===== src/rtl/mantissa_div_if.sv =====
// Operand/result handshake bundle for the sequential mantissa divider.
interface mantissa_div_if #(parameter int MANTISSA_WIDTH = 15);
  logic                      in_valid;
  logic                      in_ready;
  logic [MANTISSA_WIDTH-1:0] Mantissa_X;
  logic [MANTISSA_WIDTH-1:0] Mantissa_Y;
  logic                      out_valid;
  logic                      out_ready;
  logic [MANTISSA_WIDTH-1:0] Mantissa_Out;
  logic                      Shift;
  logic                      Exact;

  modport master (
    output in_valid, Mantissa_X, Mantissa_Y, out_ready,
    input  in_ready, out_valid, Mantissa_Out, Shift, Exact
  );

  modport slave (
    input  in_valid, Mantissa_X, Mantissa_Y, out_ready,
    output in_ready, out_valid, Mantissa_Out, Shift, Exact
  );
endinterface


===== src/rtl/mantissa_div_seq.sv =====
// Restoring divider for hidden-one mantissas: one quotient bit per cycle,
// normalized truncated quotient fraction plus exponent-adjust and exact flags.
module mantissa_div_seq #(
    parameter int MANTISSA_WIDTH = 15
) (
    input  logic               clk,
    input  logic               rst,
    mantissa_div_if.slave      io
);
    localparam int W  = MANTISSA_WIDTH;
    localparam int CW = $clog2(W + 2);

    typedef enum logic [1:0] {IDLE, CALC, DONE} state_t;

    state_t          state_q, state_d;
    logic [W+1:0]    r_q, r_d;
    logic [W:0]      b_q, b_d;
    logic [W+1:0]    q_q, q_d;
    logic [CW-1:0]   cnt_q, cnt_d;
    logic [W-1:0]    mant_q, mant_d;
    logic            shift_q, shift_d;
    logic            exact_q, exact_d;

    logic            r_ge;
    logic [W+1:0]    r_rem;
    logic [W+1:0]    r_step;
    logic [W+1:0]    q_step;

    // R < 2B holds throughout, so W+2 bits never overflow on the left shift.
    always_comb begin
        r_ge   = r_q >= {1'b0, b_q};
        r_rem  = r_ge ? (r_q - {1'b0, b_q}) : r_q;
        r_step = r_rem << 1;
        q_step = (q_q << 1) | {{(W+1){1'b0}}, r_ge};
    end

    always_comb begin
        state_d = state_q;
        r_d     = r_q;
        b_d     = b_q;
        q_d     = q_q;
        cnt_d   = cnt_q;
        mant_d  = mant_q;
        shift_d = shift_q;
        exact_d = exact_q;
        unique case (state_q)
            IDLE: begin
                if (io.in_valid) begin
                    r_d     = {2'b01, io.Mantissa_X};
                    b_d     = {1'b1, io.Mantissa_Y};
                    q_d     = '0;
                    cnt_d   = '0;
                    state_d = CALC;
                end
            end
            CALC: begin
                r_d   = r_step;
                q_d   = q_step;
                cnt_d = cnt_q + 1'b1;
                if (cnt_q == CW'(W + 1)) begin
                    // Quotient in (0.5, 2): drop the leading one from bit W+1 or W.
                    if (q_step[W+1]) begin
                        mant_d  = q_step[W:1];
                        shift_d = 1'b0;
                    end else begin
                        mant_d  = q_step[W-1:0];
                        shift_d = 1'b1;
                    end
                    exact_d = (r_step == '0) && (!q_step[W+1] || !q_step[0]);
                    state_d = DONE;
                end
            end
            DONE: begin
                if (io.out_ready) state_d = IDLE;
            end
            default: state_d = IDLE;
        endcase
    end

    always_ff @(posedge clk) begin
        if (rst) begin
            state_q <= IDLE;
            r_q     <= '0;
            b_q     <= '0;
            q_q     <= '0;
            cnt_q   <= '0;
            mant_q  <= '0;
            shift_q <= 1'b0;
            exact_q <= 1'b0;
        end else begin
            state_q <= state_d;
            r_q     <= r_d;
            b_q     <= b_d;
            q_q     <= q_d;
            cnt_q   <= cnt_d;
            mant_q  <= mant_d;
            shift_q <= shift_d;
            exact_q <= exact_d;
        end
    end

    assign io.in_ready     = (state_q == IDLE);
    assign io.out_valid    = (state_q == DONE);
    assign io.Mantissa_Out = mant_q;
    assign io.Shift        = shift_q;
    assign io.Exact        = exact_q;
endmodule

===== src/flat_wrapper.sv =====
// flat-port wrapper written by rule: the top's interface ports become plain ports
module mantissa_div_seq_flat 
#(
    parameter int MANTISSA_WIDTH = 15
)
  (clk, rst, io_in_valid, io_Mantissa_X, io_Mantissa_Y, io_out_ready, io_in_ready, io_out_valid, io_Mantissa_Out, io_Shift, io_Exact);
  mantissa_div_if #(.MANTISSA_WIDTH(MANTISSA_WIDTH)) io_i ();
  input  logic clk;
  input  logic rst;
  input wire logic [$bits(io_i.in_valid)-1:0] io_in_valid;
  input wire logic [$bits(io_i.Mantissa_X)-1:0] io_Mantissa_X;
  input wire logic [$bits(io_i.Mantissa_Y)-1:0] io_Mantissa_Y;
  input wire logic [$bits(io_i.out_ready)-1:0] io_out_ready;
  output wire logic [$bits(io_i.in_ready)-1:0] io_in_ready;
  output wire logic [$bits(io_i.out_valid)-1:0] io_out_valid;
  output wire logic [$bits(io_i.Mantissa_Out)-1:0] io_Mantissa_Out;
  output wire logic [$bits(io_i.Shift)-1:0] io_Shift;
  output wire logic [$bits(io_i.Exact)-1:0] io_Exact;
  assign io_i.in_valid = io_in_valid;
  assign io_i.Mantissa_X = io_Mantissa_X;
  assign io_i.Mantissa_Y = io_Mantissa_Y;
  assign io_i.out_ready = io_out_ready;
  assign io_in_ready = io_i.in_ready;
  assign io_out_valid = io_i.out_valid;
  assign io_Mantissa_Out = io_i.Mantissa_Out;
  assign io_Shift = io_i.Shift;
  assign io_Exact = io_i.Exact;
  mantissa_div_seq #(.MANTISSA_WIDTH(MANTISSA_WIDTH)) u_core (.clk(clk), .rst(rst), .io(io_i));
endmodule

===== config.mk =====
export PLATFORM = sky130hd
export DESIGN_NAME = mantissa_div_seq_flat
export DESIGN_NICKNAME = d
export VERILOG_FILES = /design/src/rtl/mantissa_div_if.sv /design/src/rtl/mantissa_div_seq.sv /design/src/flat_wrapper.sv
export SDC_FILE = /design/constraint.sdc
export NUM_CORES = 1
export LEC_CHECK = 0
export ABC_AREA = 1
export CORE_MARGIN = 4
export CORE_UTILIZATION = 40
export CTS_BUF_LIST = sky130_fd_sc_hd__clkbuf_4
export DETAILED_ROUTE_END_ITERATION = 12
export SYNTH_ARGS = -nofsm -noshare
export SYNTH_HDL_FRONTEND = slang
export SYNTH_SLANG_ARGS = --single-unit

===== constraint.sdc =====
create_clock -name clk -period 2 [get_ports clk]
set_clock_uncertainty 0.15 [all_clocks]
set_input_delay 0.4 -clock clk [delete_from_list [all_inputs] [get_ports clk]]
set_output_delay 0.4 -clock clk [all_outputs]
set_load 0.02 [all_outputs]

# Yosys cells after proc, flatten, opt, wreduce, memory -nomap -nowiden
# Index checks and enable logic that the tools add are counted.
[word_totals]
elab_cells = 42
inputBits = 34
out_inout_bits = 19
memories = 0
latchBits = 0
romBits = 0
mem_bits_rw = 0
register_bits = 73
[op_classes]
n_reduce_logical = 11
bitwise = 1
n_lt_le_gt_ge = 1
n_div = 0
shifts = 0
muxes = 13
add_sub_neg = 2
eq_ne = 6
mul = 0
[op_table]
columns = ["cell", "count"]
rows = [
  ["$pmux W17 S2", 1],
  ["$mux W16", 2],
  ["$pmux W16 S2", 1],
  ["$ge A17 B16 Y1", 1],
  ["$logic_not A17 Y1", 1],
  ["$mux W17", 1],
  ["$or A17 B1 Y17", 1],
  ["$sub A16 B16 Y16", 1],
  ["$mux W15", 1],
  ["$pmux W5 S2", 1],
  ["$mux W2", 3],
  ["$pmux W2 S3", 1],
  ["$reduce_and A2 Y1", 3],
  ["$add A5 B1 Y5 const B", 1],
  ["$eq A5 B5 Y1 const B", 1],
  ["$mux W5", 1],
  ["$ne A2 B2 Y1 const B", 2],
  ["$reduce_and A3 Y1", 1],
  ["$eq A2 B1 Y1 const B", 1],
  ["$eq A2 B2 Y1 const B", 1],
  ["$logic_not A1 Y1", 2],
  ["$logic_not A2 Y1", 1],
  ["$ne A2 B1 Y1 const B", 1],
  ["$reduce_bool A2 Y1", 1],
  ["3 further kinds", 3],
]

# Logic depth before layout (Yosys ltp)
[logic_depth]
depth_word = 5
mapped_depth = 18
mapped_depth_nobuf = 17

# Worst setup path before layout
# OpenSTA, ideal clock, no wires.
[synth_path]
path_kind = "flip-flop to flip-flop"
start = "register u_core.r_q[0]"
end = "register u_core.exact_q, in the netlist u_core.io.Exact"
setup_ps = 67
arrival_time_ps = 1949
n_path_buf = 0
setup_slack_ps = -167
t_required_ps = 1783
stages_incl_launch_ff = 17
period_less_slack_ps = 2167
cell_sequence = "dfxtp_1 -> inv_1 -> ha_1 -> inv_1 -> fa_1 -> nand3_1 -> nand3_1 -> nand2_1 -> nand2_1 -> xor2_1 -> nand2_1 -> nand2_1 -> nor2_1 -> nand2_1 -> nor2_1 -> nand3_1 -> a21oi_2"
[synth_between]
elab_chain_len = 5
word_cells_on_any_way = 8
cone_classes = "1 x add/sub; 1 x order compare; 1 x mux; 1 x bitwise; 4 x reduce/logical"
[synth_rtl]
columns = ["item", "line_no", "source"]
rows = [
  ["from (decl)", "mantissa_div_seq.sv:16", "logic [W+1:0] r_q, r_d;"],
  ["from (signal assigned)", "mantissa_div_seq.sv:92", "r_q <= r_d;"],
  ["parallel branches: the longest is 4 deep, another holds $sub A16 B16 Y16", "n/a", ""],
  ["$logic_and A1 B1 Y1 (*)", "mantissa_div_seq.sv:69", "exact_d = (r_step == '0) && (!q_step[W+1] || !q_step[0]);"],
  ["to (signal assigned)", "mantissa_div_seq.sv:98", "exact_q <= exact_d;"],
  ["to (decl)", "mantissa_div_seq.sv:22", "logic exact_q, exact_d;"],
]
# Mark *: on every way between the ends.
# A chain may end at the register's enable or synchronous reset.

# Final worst setup path
# Ends and elaborated chain as after synthesis.

==> results_dict.tcl <==
set metrics [dict create \
    status "finished, violations left" \
    violations "setup timing" \
    finalInstanceArea_mm2 0.00644 \
    cp_common_cell "nand2_2" \
    netlist_top_cells_count "nand2_1 (220), inv_1 (77), dfxtp_1 (73)" \
    dp_hpwl_um 9130 \
    core-area_mm2 0.00991 \
    yosysUniqueCellTypes 36 \
    htree_levels 3 \
    via_count 4531 \
    die-area_mm2 0.0120 \
    setup_slack_ns -0.346 \
    power.density_mw_per_mm2 920 \
    grt.met1_usage 0.324 \
    die-height_um 110 \
    setup_viol 19 \
    cp_cell_sequence "inv_1, ha_1, inv_1, fa_2, nand3_2, nand3_4, nand2_2, nand2_2, xor2_1, nand2_1, nand2_2, nor2_2, nand2_1, nor2_2, nand3_1, a21oi_2" \
    grt_pass1_vias 4434 \
    async_flop_share 0 \
    diodes 0 \
    numPortBuffers 52 \
    yosysWarnings 0 \
    synth_top_cells_by_area "dfxtp_1 (35%), nand2_1 (20%), inv_1 (7.0%)" \
    yosysMostFrequentCell "nand2_1" \
    worst_path_largest_cell_delay_ns 0.35 \
    yosysTopAreaCellShare 0.354 \
    clock-sinks 73 \
    netlist_area_mm2 0.00413 \
    drv_slew 0 \
    clkTransAtPathRegs_ns 0.14 \
    drtPass1Iterations 5 \
    hold_viol_final 0 \
    ant_nets 0 \
    avgViaCountPerCell 4.94 \
    slew_headroom 0.664 \
    syn2layout_area_growth_pct 55.9 \
    synth_cells 631 \
    p_leak_uw 0.00299 \
    initial_utilization 0.417 \
    cts_tree "yes" \
    grtUsageTotal 0.226 \
    nNetsFinal 833 \
    endpoint_kind "flip-flop" \
    slowest_stage "dfxtp_2" \
    drv_cap 0 \
    hold_path.class "reg -> reg" \
    postPlaceCellArea_mm2 0.00552 \
    cp.arrival_ns 2.58 \
    totalWireLength_um 13100 \
    antenna_found_initial 0 \
    wire_per_inst_um 14.2 \
    rows 36 \
    met2_usage 0.345 \
    power_uw 5930 \
    cts_buffer_depth 2 \
    fp.dieW_um 110 \
    pin_count 53 \
    syn_avg_cell_area_um2 6.55 \
    grt_max_degree 39 \
    worst-endpoint-required_ns 2.24 \
    path_max_fanout 4 \
    cts_inserted_buffers 9 \
    drtIter0Drc 254 \
    use_met3 0.0335 \
    pre_cts_ws_ns -0.435 \
    grt_first_pass_wirelength_um 21300 \
    grt.busiest_layer "met2" \
    fmax_mhz 426 \
    gp_congestion 0.916 \
    min_period_over_period 1.17 \
    drive_above_1_share 0.364 \
    fin_crit_ns 2.35 \
    ys_seq_area_frac 0.354 \
    peakVddDrop_mv 0.417 \
    cp-start-kind "flip-flop" \
    synthFlopType "dfxtp_1" \
    drc_errors 0 \
    yosys_register_bits 73 \
    clkLatencyLatePin_ns 0.45 \
    overflow 0 \
    synth_top_area_cell "dfxtp_1" \
    synth_edf_count 0 \
    rsz0062_at_grt "yes" \
    critical_path_class "reg -> reg" \
    tightestPinTransition_ns 0.503 \
    root_buffer "clkbuf_4" \
    syn_nets 684 \
]
## cell type report
type | instances | area, µm²
clock buffers | 9 | 67.6
clock inverters | 7 | 103
fillers | 918 | 3460
inverters | 81 | 317
multi-input cells | 451 | 2810
flip-flops and latches | 73 | 1490
well taps | 133 | 166
repair buffers | 164 | 1500
## flip-flops by register name (all words and copies together) (netlist names)
signal / cells
u_core.b_q: 16
u_core.cnt_q: 5
u_core.io.Exact: 1
u_core.io.Mantissa_Out: 15
u_core.io.Shift: 1
u_core.q_q: 16
u_core.r_q: 17
u_core.state_q: 2
## routing by layer
metal	wire, µm	vias to the layer above	part of all wire
li1	-	2327	-
met4	223	0	0.017
met2	5770	86	0.44
met5	0	-	0
met3	470	23	0.036
met1	6590	2095	0.50
## repair_timing
item,4_1_cts,5_1_grt
resized for setup,88,101
setup endpoints to repair,22,37
cloned,2,0
hold buffers,0,0
setup buffers,13,10
pin swaps,26,42
## where the power goes
part | switching [µW] | leakage, µW | internal, µW
combinational | 1620 | 0.00229 | 1540
sequential | 80.9 | 0.000603 | 1540
clock | 622 | 0.0000924 | 522
## critical path: cells and delay by family (launching register included)
family	cells	cell delay (ns)
compound gates	1	0.12
xor+xnor	1	0.17
fa+ha+maj	2	0.49
buf+inv	2	0.11
flops	1	0.35
simple gates	10	0.90
## through the flow
stage                     setup TNS (ns)  std cells  hold WS, ns  utilization
after floorplan                  -0.0730        631        0.285            -
after global placement             -2.60        885        0.301        0.557
after detailed placement           -2.95        885        0.310        0.557
after CTS                          -3.10        913        0.324        0.616
after global routing               -5.37        918        0.339        0.650
final                              -3.22        918        0.329        0.650
## cell usage in the layout (no fill, tap or decap), drive strengths merged
| master | count |
|---|---|
| a211oi | 2 |
| nand4 | 7 |
| clkinv | 5 |
| o211ai | 1 |
| or2 | 3 |
| ha | 18 |
| dlygate4sd2 | 3 |
| nor3 | 4 |
| dfxtp | 73 |
| inv | 81 |
| clkbuf | 9 |
| xor2 | 6 |
| nand2 | 227 |
| buf | 112 |
| bufinv | 2 |
| a221oi | 7 |
| a21oi | 49 |
| a31oi | 20 |
| o21a | 1 |
| nand3 | 35 |
| and3 | 1 |
| fa | 1 |
| dlymetal6s2s | 12 |
| nor2 | 37 |
| clkdlybuf4s50 | 37 |
| and2 | 1 |
| o21ai | 31 |
## kinds of logic after synthesis
| kind of cell | Yosys count | share of synthesized area |
|---|---|---|
| AND/OR/NAND/NOR | 314 | 0.318 |
| buffers and inverters | 108 | 0.105 |
| adder cells (fa/ha/maj) | 19 | 0.0593 |
| AO/OA/AOI/OAI | 111 | 0.151 |
| flip-flops | 73 | 0.354 |
| XOR/XNOR | 6 | 0.0127 |
## path summary, 6_finish.rpt
path	depth (start not counted)	slack [ns]	startpoint	end
hold / removal	2	0.33	u_core.b_q[12]$_SDFFE_PP0P_	u_core.b_q[12]$_SDFFE_PP0P_
setup / recovery	16	-0.35	u_core.r_q[0]$_SDFFE_PP0P_	u_core.io.Exact$_SDFFE_PP0P_
hold reg to reg	2	0.33	u_core.b_q[12]$_SDFFE_PP0P_	u_core.b_q[12]$_SDFFE_PP0P_
setup reg to reg	16	-0.35	u_core.r_q[0]$_SDFFE_PP0P_	u_core.io.Exact$_SDFFE_PP0P_
Note: power is estimated with default switching activity, not from simulation.
